**src/rtl/signal_sequencer.sv**
```systemverilog
// Signal phase sequencer: turns a one-hot arbiter grant into a timed
// green / yellow / all-red phase with walk and emergency preemption.
module signal_sequencer #(
  parameter int MIN_GREEN    = 10,
  parameter int EXT_PER_DENS = 5,
  parameter int MAX_GREEN    = 30,
  parameter int YELLOW       = 3,
  parameter int ALL_RED      = 2,
  parameter int WALK         = 8,
  parameter int CNT_W        = 8
) (
  input  logic       clk,
  input  logic       rst,
  input  logic       grant_N,
  input  logic       grant_E,
  input  logic       grant_S,
  input  logic       grant_W,
  input  logic [1:0] dens_N,
  input  logic [1:0] dens_E,
  input  logic [1:0] dens_S,
  input  logic [1:0] dens_W,
  input  logic       ped_N,
  input  logic       ped_E,
  input  logic       ped_S,
  input  logic       ped_W,
  input  logic       emergency_N,
  input  logic       emergency_E,
  input  logic       emergency_S,
  input  logic       emergency_W,
  output logic [1:0] light_N,
  output logic [1:0] light_E,
  output logic [1:0] light_S,
  output logic [1:0] light_W,
  output logic       walk_N,
  output logic       walk_E,
  output logic       walk_S,
  output logic       walk_W,
  output logic       phase_done,
  output logic       grant_err,
  output logic       busy,
  output logic [1:0] dbg_state
);

  localparam logic [1:0] S_ALL_RED = 2'd0;
  localparam logic [1:0] S_SELECT  = 2'd1;
  localparam logic [1:0] S_GREEN   = 2'd2;
  localparam logic [1:0] S_YELLOW  = 2'd3;

  localparam int GW = CNT_W + 2;
  localparam logic [CNT_W-1:0] ALL_RED_LAST = CNT_W'(ALL_RED - 1);
  localparam logic [CNT_W-1:0] YELLOW_LAST  = CNT_W'(YELLOW - 1);
  localparam logic [CNT_W-1:0] WALK_LEN     = CNT_W'(WALK);
  localparam logic [CNT_W:0]   MIN_G        = (CNT_W+1)'(MIN_GREEN);
  localparam logic [GW-1:0]    MAX_G        = GW'(MAX_GREEN);

  logic [1:0]       r_state;
  logic [CNT_W-1:0] r_timer;
  logic [1:0]       r_dir;
  logic [CNT_W-1:0] r_glen;
  logic             r_ped_l;

  logic [3:0]       w_grant;
  logic [3:0]       w_ped;
  logic [3:0]       w_emerg;
  logic [3:0][1:0]  w_dens;
  logic             w_one_hot;
  logic             w_multi;
  logic [1:0]       w_sel_dir;
  logic [GW-1:0]    w_glen_raw;
  logic [CNT_W-1:0] w_glen_next;
  logic             w_em_other;
  logic             w_min_done;
  logic             w_green_end;
  logic [3:0][1:0]  w_light;
  logic [3:0]       w_walk;

  assign w_grant = {grant_W, grant_S, grant_E, grant_N};
  assign w_ped   = {ped_W, ped_S, ped_E, ped_N};
  assign w_emerg = {emergency_W, emergency_S, emergency_E, emergency_N};
  assign w_dens  = {dens_W, dens_S, dens_E, dens_N};

  // x & (x-1) clears the lowest set bit: nonzero means two or more grants.
  assign w_multi   = (w_grant & (w_grant - 4'd1)) != 4'd0;
  assign w_one_hot = (w_grant != 4'd0) && !w_multi;

  always_comb begin
    w_sel_dir = 2'd0;
    case (w_grant)
      4'b0010: w_sel_dir = 2'd1;
      4'b0100: w_sel_dir = 2'd2;
      4'b1000: w_sel_dir = 2'd3;
      default: w_sel_dir = 2'd0;
    endcase
  end

  assign w_glen_raw  = GW'(MIN_GREEN) + GW'(EXT_PER_DENS) * GW'(w_dens[w_sel_dir]);
  assign w_glen_next = (w_glen_raw > MAX_G) ? CNT_W'(MAX_G) : CNT_W'(w_glen_raw);

  assign w_em_other  = (w_emerg & ~(4'b0001 << r_dir)) != 4'd0;
  assign w_min_done  = ({1'b0, r_timer} + (CNT_W+1)'(1)) >= MIN_G;
  assign w_green_end = r_timer == (r_glen - CNT_W'(1));

  always_ff @(posedge clk or posedge rst) begin
    if (rst) begin
      r_state <= S_ALL_RED;
      r_timer <= '0;
      r_dir   <= 2'd0;
      r_glen  <= '0;
      r_ped_l <= 1'b0;
    end else begin
      case (r_state)
        S_ALL_RED: begin
          if (r_timer == ALL_RED_LAST) begin
            r_timer <= '0;
            r_state <= S_SELECT;
          end else begin
            r_timer <= r_timer + CNT_W'(1);
          end
        end
        S_SELECT: begin
          if (w_one_hot) begin
            r_dir   <= w_sel_dir;
            r_ped_l <= w_ped[w_sel_dir];
            r_glen  <= w_glen_next;
            r_timer <= '0;
            r_state <= S_GREEN;
          end
        end
        S_GREEN: begin
          // Preemption and normal expiry lead to the same transition.
          if (w_green_end || (w_em_other && w_min_done)) begin
            r_timer <= '0;
            r_state <= S_YELLOW;
          end else begin
            r_timer <= r_timer + CNT_W'(1);
          end
        end
        default: begin
          if (r_timer == YELLOW_LAST) begin
            r_timer <= '0;
            r_state <= S_ALL_RED;
          end else begin
            r_timer <= r_timer + CNT_W'(1);
          end
        end
      endcase
    end
  end

  always_comb begin
    w_light = '0;
    w_walk  = '0;
    if (r_state == S_GREEN) begin
      w_light[r_dir] = 2'b10;
      w_walk[r_dir]  = r_ped_l && (r_timer < WALK_LEN) && (r_timer < r_glen);
    end else if (r_state == S_YELLOW) begin
      w_light[r_dir] = 2'b01;
    end
  end

  assign {light_W, light_S, light_E, light_N} = w_light;
  assign {walk_W, walk_S, walk_E, walk_N}     = w_walk;

  assign phase_done = (r_state == S_ALL_RED) && (r_timer == ALL_RED_LAST);
  assign grant_err  = (r_state == S_SELECT) && w_multi;
  assign busy       = r_state != S_SELECT;
  assign dbg_state  = r_state;

endmodule

```
**config.mk**
```make
export PLATFORM = sky130hd
export DESIGN_NAME = signal_sequencer
export DESIGN_NICKNAME = d
export VERILOG_FILES = /design/src/rtl/signal_sequencer.sv
export SDC_FILE = /design/constraint.sdc
export NUM_CORES = 1
export LEC_CHECK = 0
export CORE_MARGIN = 5
export CORE_UTILIZATION = 50
export CTS_CLUSTER_SIZE = 25
export DETAILED_ROUTE_END_ITERATION = 8
export GPL_ROUTABILITY_DRIVEN = 0
export PLACE_DENSITY = 0.88
export SYNTH_ARGS = -nofsm -noshare
export SYNTH_HDL_FRONTEND = slang
export SYNTH_SLANG_ARGS = --single-unit
```
**constraint.sdc**
```tcl
create_clock -name clk -period 3.1 [get_ports clk]
set_clock_uncertainty 0.15 [all_clocks]
set_input_delay 0.62 -clock clk [delete_from_list [all_inputs] [get_ports clk]]
set_output_delay 0.62 -clock clk [all_outputs]
set_load 0.05 [all_outputs]
```
Word level (Yosys, flattened, before mapping)
Cells that the tools add are included.

operators by class
  bitwise operators = 4
  magnitude comparators = 7
  add/sub/neg operators = 5
  shifts and indexed selects = 1
  multipliers = 1
  equality and inequality tests = 13
  mux-type cells = 23
  reductions and logical operators = 16

operator list
  cell                                                                             count
  8-bit two-way mux                                                                5
  8-bit case mux with 3 select lines                                               1
  4-bit nonzero test                                                               4
  4-bit AND                                                                        3
  2-bit two-way mux                                                                6
  2-bit case mux with 3 select lines                                               2
  8-bit by 1-bit adder with 9-bit output, second input constant                    1
  9-bit by 4-bit >= comparator with 1-bit output, second input constant            1
  8-bit by 1-bit adder with 8-bit output, second input constant                    1
  8-bit by 1-bit equality test with 1-bit output, second input constant            1
  8-bit by 2-bit equality test with 1-bit output, second input constant            1
  8-bit equality test                                                              1
  8-bit by 4-bit less-than comparator with 1-bit output, second input constant     1
  8-bit less-than comparator                                                       1
  8-bit by 1-bit subtractor with 8-bit output, second input constant               1
  1-bit logical AND                                                                7
  7-bit two-way mux                                                                1
  4-bit by 5-bit adder with 6-bit output, first input constant                     1
  6-bit by 5-bit greater-than comparator with 1-bit output, second input constant  1
  2-bit by 3-bit less-than comparator with 1-bit output, second input constant     2
  6-bit two-way mux                                                                1
  2-bit inequality test, second input constant                                     3
  3-bit by 2-bit multiplier with 5-bit output, first input constant                1
  2-bit binary-select mux with 2-bit select                                        1
  other kinds (20)                                                                 22

word-level totals
  word-level logic and storage cells = 75
  output and inout port bits = 17
  register bits after elaboration = 21
  input bits = 22

Logic depth before layout (Yosys ltp)
Gate-level depths: netlist of the first run.

  word-level depth = 8
  gate-level depth with buffers = 9
  gate-level depth less buffers = 9

Least setup slack after synthesis of the first run
No wires, ideal clock.

  path type = flip-flop to output port
  start = register r_state[0] (netlist: dbg_state[0])
  end = output port grant_err
  buffers on the path = 0
  cell stages (with the launch flop) = 4
  required time = 2.330 ns
  setup slack = -0.117 ns
  arrival = 2.447 ns
  path through = dfrtp_1 > ha_1 > inv_1 > nor3_1

between the ends
  cells in the longest elaborated chain, start to end = 2

RTL lines
  what                                            RTL line  text
  start, declared                                 56        logic [1:0] r_state;
  start signal, assigned                          105       r_state <= S_ALL_RED;
  start signal, assigned                          115       r_state <= S_SELECT;
  start signal, assigned                          126       r_state <= S_GREEN;
  2-bit by 1-bit equality test with 1-bit output  165       assign grant_err = (r_state == S_SELECT) && w_multi;
  1-bit logical AND                               165
  end, declared                                   39        output logic grant_err,

No other way between the ends.

Worst setup path in the final report of the first run
  start = register r_timer[7]
  end = output port walk_W

between the ends
  cells in the longest elaborated chain, start to end = 5
  elaborated cells on any way between the ends = 6
  classes of those cells = order compare: 2; mux: 1; bitwise: 1; reduce/logical: 2

RTL lines
  what                                                   RTL line  text
  start, declared                                        57        logic [CNT_W-1:0] r_timer;
  start signal, assigned                                 117       r_timer <= r_timer + CNT_W'(1);
  start signal, assigned                                 135       r_timer <= r_timer + CNT_W'(1);
  start signal, assigned                                 143       r_timer <= r_timer + CNT_W'(1);
  8-bit by 4-bit less-than comparator with 1-bit output  155       w_walk[r_dir] = r_ped_l && (r_timer < WALK_LEN) && (r_timer < r_glen);
  1-bit logical AND                                      155
  1-bit logical AND *                                    155
  4-bit AND (no line) *                                  n/a
  4-bit two-way mux *                                    153       if (r_state == S_GREEN) begin
  end, declared                                          37        output logic walk_W,

Mark *: on every way between the ends. The rest lies on a longest branch, timed or not.

==> results.tsv, run 1 <==
stage	metric	value	unit
run_status	status	complete, no violations	
power	post-route total power	1.886	mW
setup_path	Max FO, Critical Path	6	
route	Detailed Route WL	4041	µm
logic_synthesis	Simple-Gate Fraction of Synth Area	0.2434	
floorplan	num rows	21	
power	register share of total power	0.246	
power	Leak Pwr	0.9298	nW
logic_synthesis	Synth Area in Adders	0.1162	
clock_tree	Worst-Skew Late Latency	0.30	ns
sta	hold_ws	0.4007	ns
power	Worst VDD drop	637.1	µV
global_route	GRT overflow	0	
clock_tree	H-tree Lvls	1	
sta	Finish-stage setup viols	0	
sta	Setup TNS	0	ns
logic_synthesis	Post-Syn Area	1702	µm²
floorplan	Initial Utilization	0.5140	
logic_synthesis	Syn Inst Count	206	
logic_synthesis	mux contribution to synthesized area	0.07794	
place	Post-Place Setup Slack	0.01063	ns
setup_path	Critical Path Start	r_timer[7]	
route	Residual DRC	0	
route	Antenna Violating Nets Remaining	0	
clock_tree	clk slew on worst S/H paths	0.11	ns
power	Sw Pwr	0.9433	mW
hold_path	HP Class	flop to flop	
logic_synthesis	Synth Net Count	243	
clock_tree	CTS max path bufs	2	
clock_tree	CTS Sinks	18	
sta	final worst slack	0.09849	ns
logic_synthesis	Synth Area in Compound Gates	0.1860	
global_route	first-pass GRT wire length	6969	µm
logic_synthesis	sequential share of the synthesized area	0.2647	
logic_synthesis	count of yosys warnings during synthesis	0	
logic_synthesis	synth top area cells	dfrtp_1 (26%), ha_1 (11%), nand2_1 (5.1%), o21ai_0 (4.1%), mux4_2 (4.0%)	
route	drt wl/cell	13.98	µm
global_route	vias in the first global route	1593	
global_route	Total GRT Usage	0.1910	
finish	# diodes	0	
finish	Post-layout nets	281	
place	dpl hpwl	3182	µm
logic_synthesis	Yosys top cell by area	dfrtp_1	
floorplan	Vert. Die Dim	68.34	µm
floorplan	core area	3311	µm²
sta	Worst-Margin Slew	0.7192	ns
logic_synthesis	number of synthesized flops with an enable pin	0	
sta	Tmin final	3.002	ns
setup_path	Crit Path Class	flop to primary output	
global_route	initial antenna violation count	0	
logic_synthesis	largest family of logic cells by synthesized area	simple AND/OR/NAND/NOR gates	
finish	commonest non-fill, non-tap cell in the layout	clkdlybuf4s50_1	
route	DR pass1 iterations	5	
clock_tree	CTS tree	done	
setup_path	Crit. End Element	primary output	
sta	Pins Over Slew Limit	0	
power	Clk pwr share	0.081	
setup_path	Worst R2R Start	r_timer[0]	
route	initial drt markers	73	
logic_synthesis	ys async rst share	1.000	
floorplan	io pins	39	
sta	endpoints failing hold	0	
power	Comb power frac	0.674	
hold_path	hold path startpoint	r_ped_l	
power	PD cells	846.3	nW/µm²
clock_tree	Post-CTS Setup Inserts	0	
clock_tree	total CTS buffers	3	
logic_synthesis	syn avg cell area	8.260	µm²
route	vias per cell	5.588	
sta	Fmax achieved	333.2	MHz
clock_tree	Root Buffer Master	clkbuf_4	
floorplan	die area	4670	µm²
logic_synthesis	Main synth FF type	dfrtp_1	
sta	period utilisation layout	0.9682	
setup_path	crit path launch type	flop	
logic_synthesis	Synth Register Bits	18	
setup_path	CP Data Arrival Time	2.23	ns
finish	most frequent cells in the layout	clkdlybuf4s50_1 (28), nand2_1 (22), inv_1 (17), dfrtp_1 (17), ha_1 (15)	
power	Sw Share	0.5002	
power	internal cell power	0.9425	mW
logic_synthesis	Yosys cell types	52	
finish	area grow syn2layout	30.96	%
floorplan	Die Wd	68.34	µm
logic_synthesis	Synth top area share	0.2647	
flow_run	Max Cap Viol	0	
global_route	largest net degree at the start of global routing	19	
logic_synthesis	XOR/XNOR Fraction of Synth Area	0.04632	
place	port bufs	38	
sta	max_slew headroom	0.5200	
finish	Final Util	0.6731	
setup_path	Req. time, crit path	2.33	ns
finish	share of layout cells above drive strength 1	0.1728	
route	vias	1615	
## flip-flops by register name (all words and copies together) (netlist names)
| signal | count |
|---|---|
| r_ped_l | 1 |
| r_timer | 8 |
| dbg_state | 2 |
| r_dir | 2 |
| r_glen | 5 |
## worst max-delay path, cell delays in order (launching register included)
cell,delay [ns]
dfrtp_1,0.46
or4_1,0.61
nor4_1,0.33
nand2_2,0.18
nor2_2,0.20
buf_12,0.15
## cells by family after synthesis
logic type | after synthesis
adders and majority gates | 16
AOI/OAI and AO/OA | 47
buffers and inverters | 26
muxes | 9
and+or+nand+nor | 81
xor gates and xnor gates | 9
DFF | 18
## final timing paths
path                                end  slack, ns  cells past startpoint
setup / recovery                 walk_W        0.1                      5
hold / removal                  r_ped_l       0.40                      1
setup reg to reg           dbg_state[1]       0.26                      9
min in group asynchronous  dbg_state[1]       0.57                      2
max in group asynchronous    r_timer[1]       1.74                      2
hold reg to reg                 r_ped_l       0.40                      1
## metrics by stage
step           instances  cell area (µm²)
2_1_floorplan        206             1717
3_3_place_gp         285             2175
3_5_place_dp         285             2175
4_1_cts              289             2211
5_1_grt              289             2228
6_report             289             2228
## synthesized netlist by cell type, drive strengths merged, types with 2 or more instances
library cell   n
a21oi         10
buf            4
or2            2
nor2b          2
o22ai          4
inv           17
xor2           2
and3           3
nor2          17
o21a           3
mux2           4
clkbuf         5
nand2b         2
nand2         24
nand4          3
or4            3
mux2i          2
ha            15
a32o           2
o21ai         18
dfrtp         18
nor4           2
mux4           3
nand3          5
xnor2          7
nor3           9
## layout make-up
class	count	area, µm²
inverters	17	63.81
fillers	273	1082
clock buffers	4	36.28
well taps	46	57.56
repair buffers	42	447.9
multi-input cells	162	1171
flip-flops and latches	18	451.7
## what timing repair did
| action | CTS | global route |
|---|---|---|
| gates resized for setup | 0 | 6 |
| hold buffers | 0 | 0 |
| hold endpoints to repair | 0 | 0 |
| setup endpoints to repair | 0 | 4 |
## power by group through the flow
stage | Combinational (mW) | Clock, mW | Sequential (mW)
after floorplan | 0.949 | 0 | 0.441
after global placement | 1.23 | 0 | 0.460
after detailed placement | 1.25 | 0 | 0.463
after CTS | 1.26 | 0.153 | 0.458
after global routing | 1.40 | 0.162 | 0.485
final | 1.27 | 0.152 | 0.464
## layer usage
metal	up-vias	global-route usage	wire length, µm
met1	764	0.2614	1862
met3	4	0.02956	223
li1	807	-	-
met2	40	0.3141	1930
met5	-	0	0
met4	0	0.04715	25
No activity file was read; power rests on OpenSTA's default activity.
==> run 2: changes to the inputs <==
CELL_PAD_IN_SITES_DETAIL_PLACEMENT = 1   (was default)
CELL_PAD_IN_SITES_GLOBAL_PLACEMENT = 1   (was default)
CORE_UTILIZATION = 37   (was 50)
==> results.tsv, run 2 (synthesized netlist as in run 1, its figures left out) <==
stage	metric	value	unit
run_status	status	complete, no violations	
clock_tree	clk slew on worst S/H paths	0.08	ns
setup_path	Crit Path Class	flop to flop	
place	Placed Instance Area	2190	µm²
sta	Setup TNS	0	ns
global_route	Total GRT Usage	0.1701	
floorplan	Vert. Die Dim	77.82	µm
route	vias per cell	5.652	
finish	most frequent cells in the layout	clkdlybuf4s50_1 (28), nand2_1 (23), inv_1 (17), nor2_1 (17), dfrtp_1 (16)	
setup_path	Worst R2R Start	r_timer[0]	
power	Comb power frac	0.661	
power	internal cell power	0.9857	mW
floorplan	Die Wd	77.82	µm
hold_path	HP Class	flop to flop	
global_route	vias in the first global route	1795	
hold_path	Hold Path Sink	r_ped_l	
route	Residual DRC	0	
setup_path	Max FO, Critical Path	7	
route	vias	1673	
power	Sw Share	0.5011	
global_route	largest net degree at the start of global routing	19	
place	port bufs	38	
flow_run	Max Cap Viol	0	
sta	final worst slack	0.1465	ns
finish	commonest non-fill, non-tap cell in the layout	clkdlybuf4s50_1	
power	Sw Pwr	0.9902	mW
power	post-route total power	1.976	mW
finish	Top reg by flops	r_timer	
sta	max_slew headroom	0.5026	
route	DR pass1 iterations	4	
sta	Worst-Margin Slew	0.7452	ns
power	PD cells	879.3	nW/µm²
sta	Tmin final	2.954	ns
setup_path	Crit. End Element	flop	
floorplan	Initial Utilization	0.3855	
finish	Largest register FFs	8	
sta	Finish-stage setup viols	0	
clock_tree	Worst-Skew Late Latency	0.26	ns
clock_tree	hold buffer count at cts	0	
route	Detailed Route WL	4923	µm
floorplan	die area	6055	µm²
clock_tree	CTS Sinks	18	
floorplan	num rows	24	
sta	Pins Over Slew Limit	0	
finish	top flop regs	r_timer x8, r_glen x5	
finish	Post-layout nets	282	
clock_tree	CTS tree	done	
hold_path	hold path startpoint	r_ped_l	
route	initial drt markers	82	
global_route	first-pass GRT wire length	8583	µm
global_route	initial antenna violation count	0	
floorplan	io pins	39	
route	drt wl/cell	16.63	µm
place	dpl hpwl	3817	µm
route	Antenna Violating Nets Remaining	0	
clock_tree	H-tree Lvls	1	
sta	Fmax achieved	338.6	MHz
setup_path	Req. time, crit path	3.10	ns
sta	endpoints failing hold	0	
finish	share of layout cells above drive strength 1	0.1639	
finish	area grow syn2layout	32.06	%
power	register share of total power	0.238	
finish	# diodes	0	
setup_path	R2R Path End	dbg_state[1]	
clock_tree	Root Buffer Master	clkbuf_8	
finish	Final Util	0.5091	
power	Worst VDD drop	555.8	µV
power	Leak Pwr	0.9453	nW
place	Post-Place Setup Slack	0.02254	ns
finish	final instance area	2247	µm²
setup_path	Reg2Reg Setup Slack	0.15	ns
power	Clk pwr share	0.101	
floorplan	core area	4414	µm²
global_route	GRT overflow	0	
setup_path	R2R depth	9	
hold_path	Hold Path Cell Cnt	1	
clock_tree	CTS max path bufs	2	
sta	period utilisation layout	0.9527	
setup_path	crit path launch type	flop	
clock_tree	total CTS buffers	3	
setup_path	CP Data Arrival Time	2.95	ns
sta	RSZ-0062 raised after global routing	false	
## run 2: changes by cell type in the layout (fill, tap and decap cells not counted)
cell and delta:
clkbuf_4 -3, clkbuf_8 +3, nor2_1 +3, nor2_2 -3, buf_4 +1, dfrtp_1 -1, dfrtp_2 +1, nand2_1 +1
nand2_2 -1, nor3_2 +1, nor3_4 -1
## run 2: power groups by stage
stage | combinational (mW) | sequential, mW | clock (mW)
6_report | 1.31 | 0.470 | 0.200
5_1_grt | 1.44 | 0.487 | 0.215
4_1_cts | 1.32 | 0.467 | 0.203
3_5_place_dp | 1.30 | 0.471 | 0
3_3_place_gp | 1.25 | 0.466 | 0
2_1_floorplan | 0.949 | 0.441 | 0
## run 2: critical path, stage by stage (launching register included)
cell and delay [ns]:
dfrtp_2 0.44, inv_1 0.09, ha_1 0.33, or3b_2 0.47, a21oi_1 0.20, o2111ai_1 0.17
a32o_1 0.29, o21a_1 0.24, o311ai_1 0.10, mux2_2 0.36
## run 2: worst max path at each step
stage                 startpoint      endpoint  cells after the start
floorplan           dbg_state[1]    light_N[1]                      3
global placement     emergency_S  dbg_state[1]                      8
detailed placement   emergency_S  dbg_state[1]                      8
CTS                   r_timer[0]  dbg_state[1]                      9
global route          r_timer[0]  dbg_state[1]                      9
finish                r_timer[0]  dbg_state[1]                      9
## run 2: timing repair
item / CTS / global route
buffers inserted: 0 / 0
gates resized for setup: 0 / 2
endpoints found under the setup margin: 0 / 9
## run 2: cell type report
cell class,count,area (µm²)
tap,52,65.06
sequential,18,452.9
timing repair buffer,43,455.4
inverter,17,63.81
clock buffer,4,55.05
multi-input combinational,162,1155
fill,531,2167
## run 2: through the flow
stage / hold slack (ns) / cells
2_1_floorplan: 0.3292 / 206
3_3_place_gp: 0.3626 / 292
3_5_place_dp: 0.3546 / 292
4_1_cts: 0.3709 / 296
5_1_grt: 0.3886 / 296
6_report: 0.3696 / 296
## run 2: metal layers
metal / vias up / track usage / part of all wire
li1: 817 / - / -
met1: 809 / 0.2121 / 0.44
met2: 41 / 0.3005 / 0.51
met3: 6 / 0.02546 / 0.047
met4: 0 / 0.04983 / 0.0091
met5: - / 0 / 0
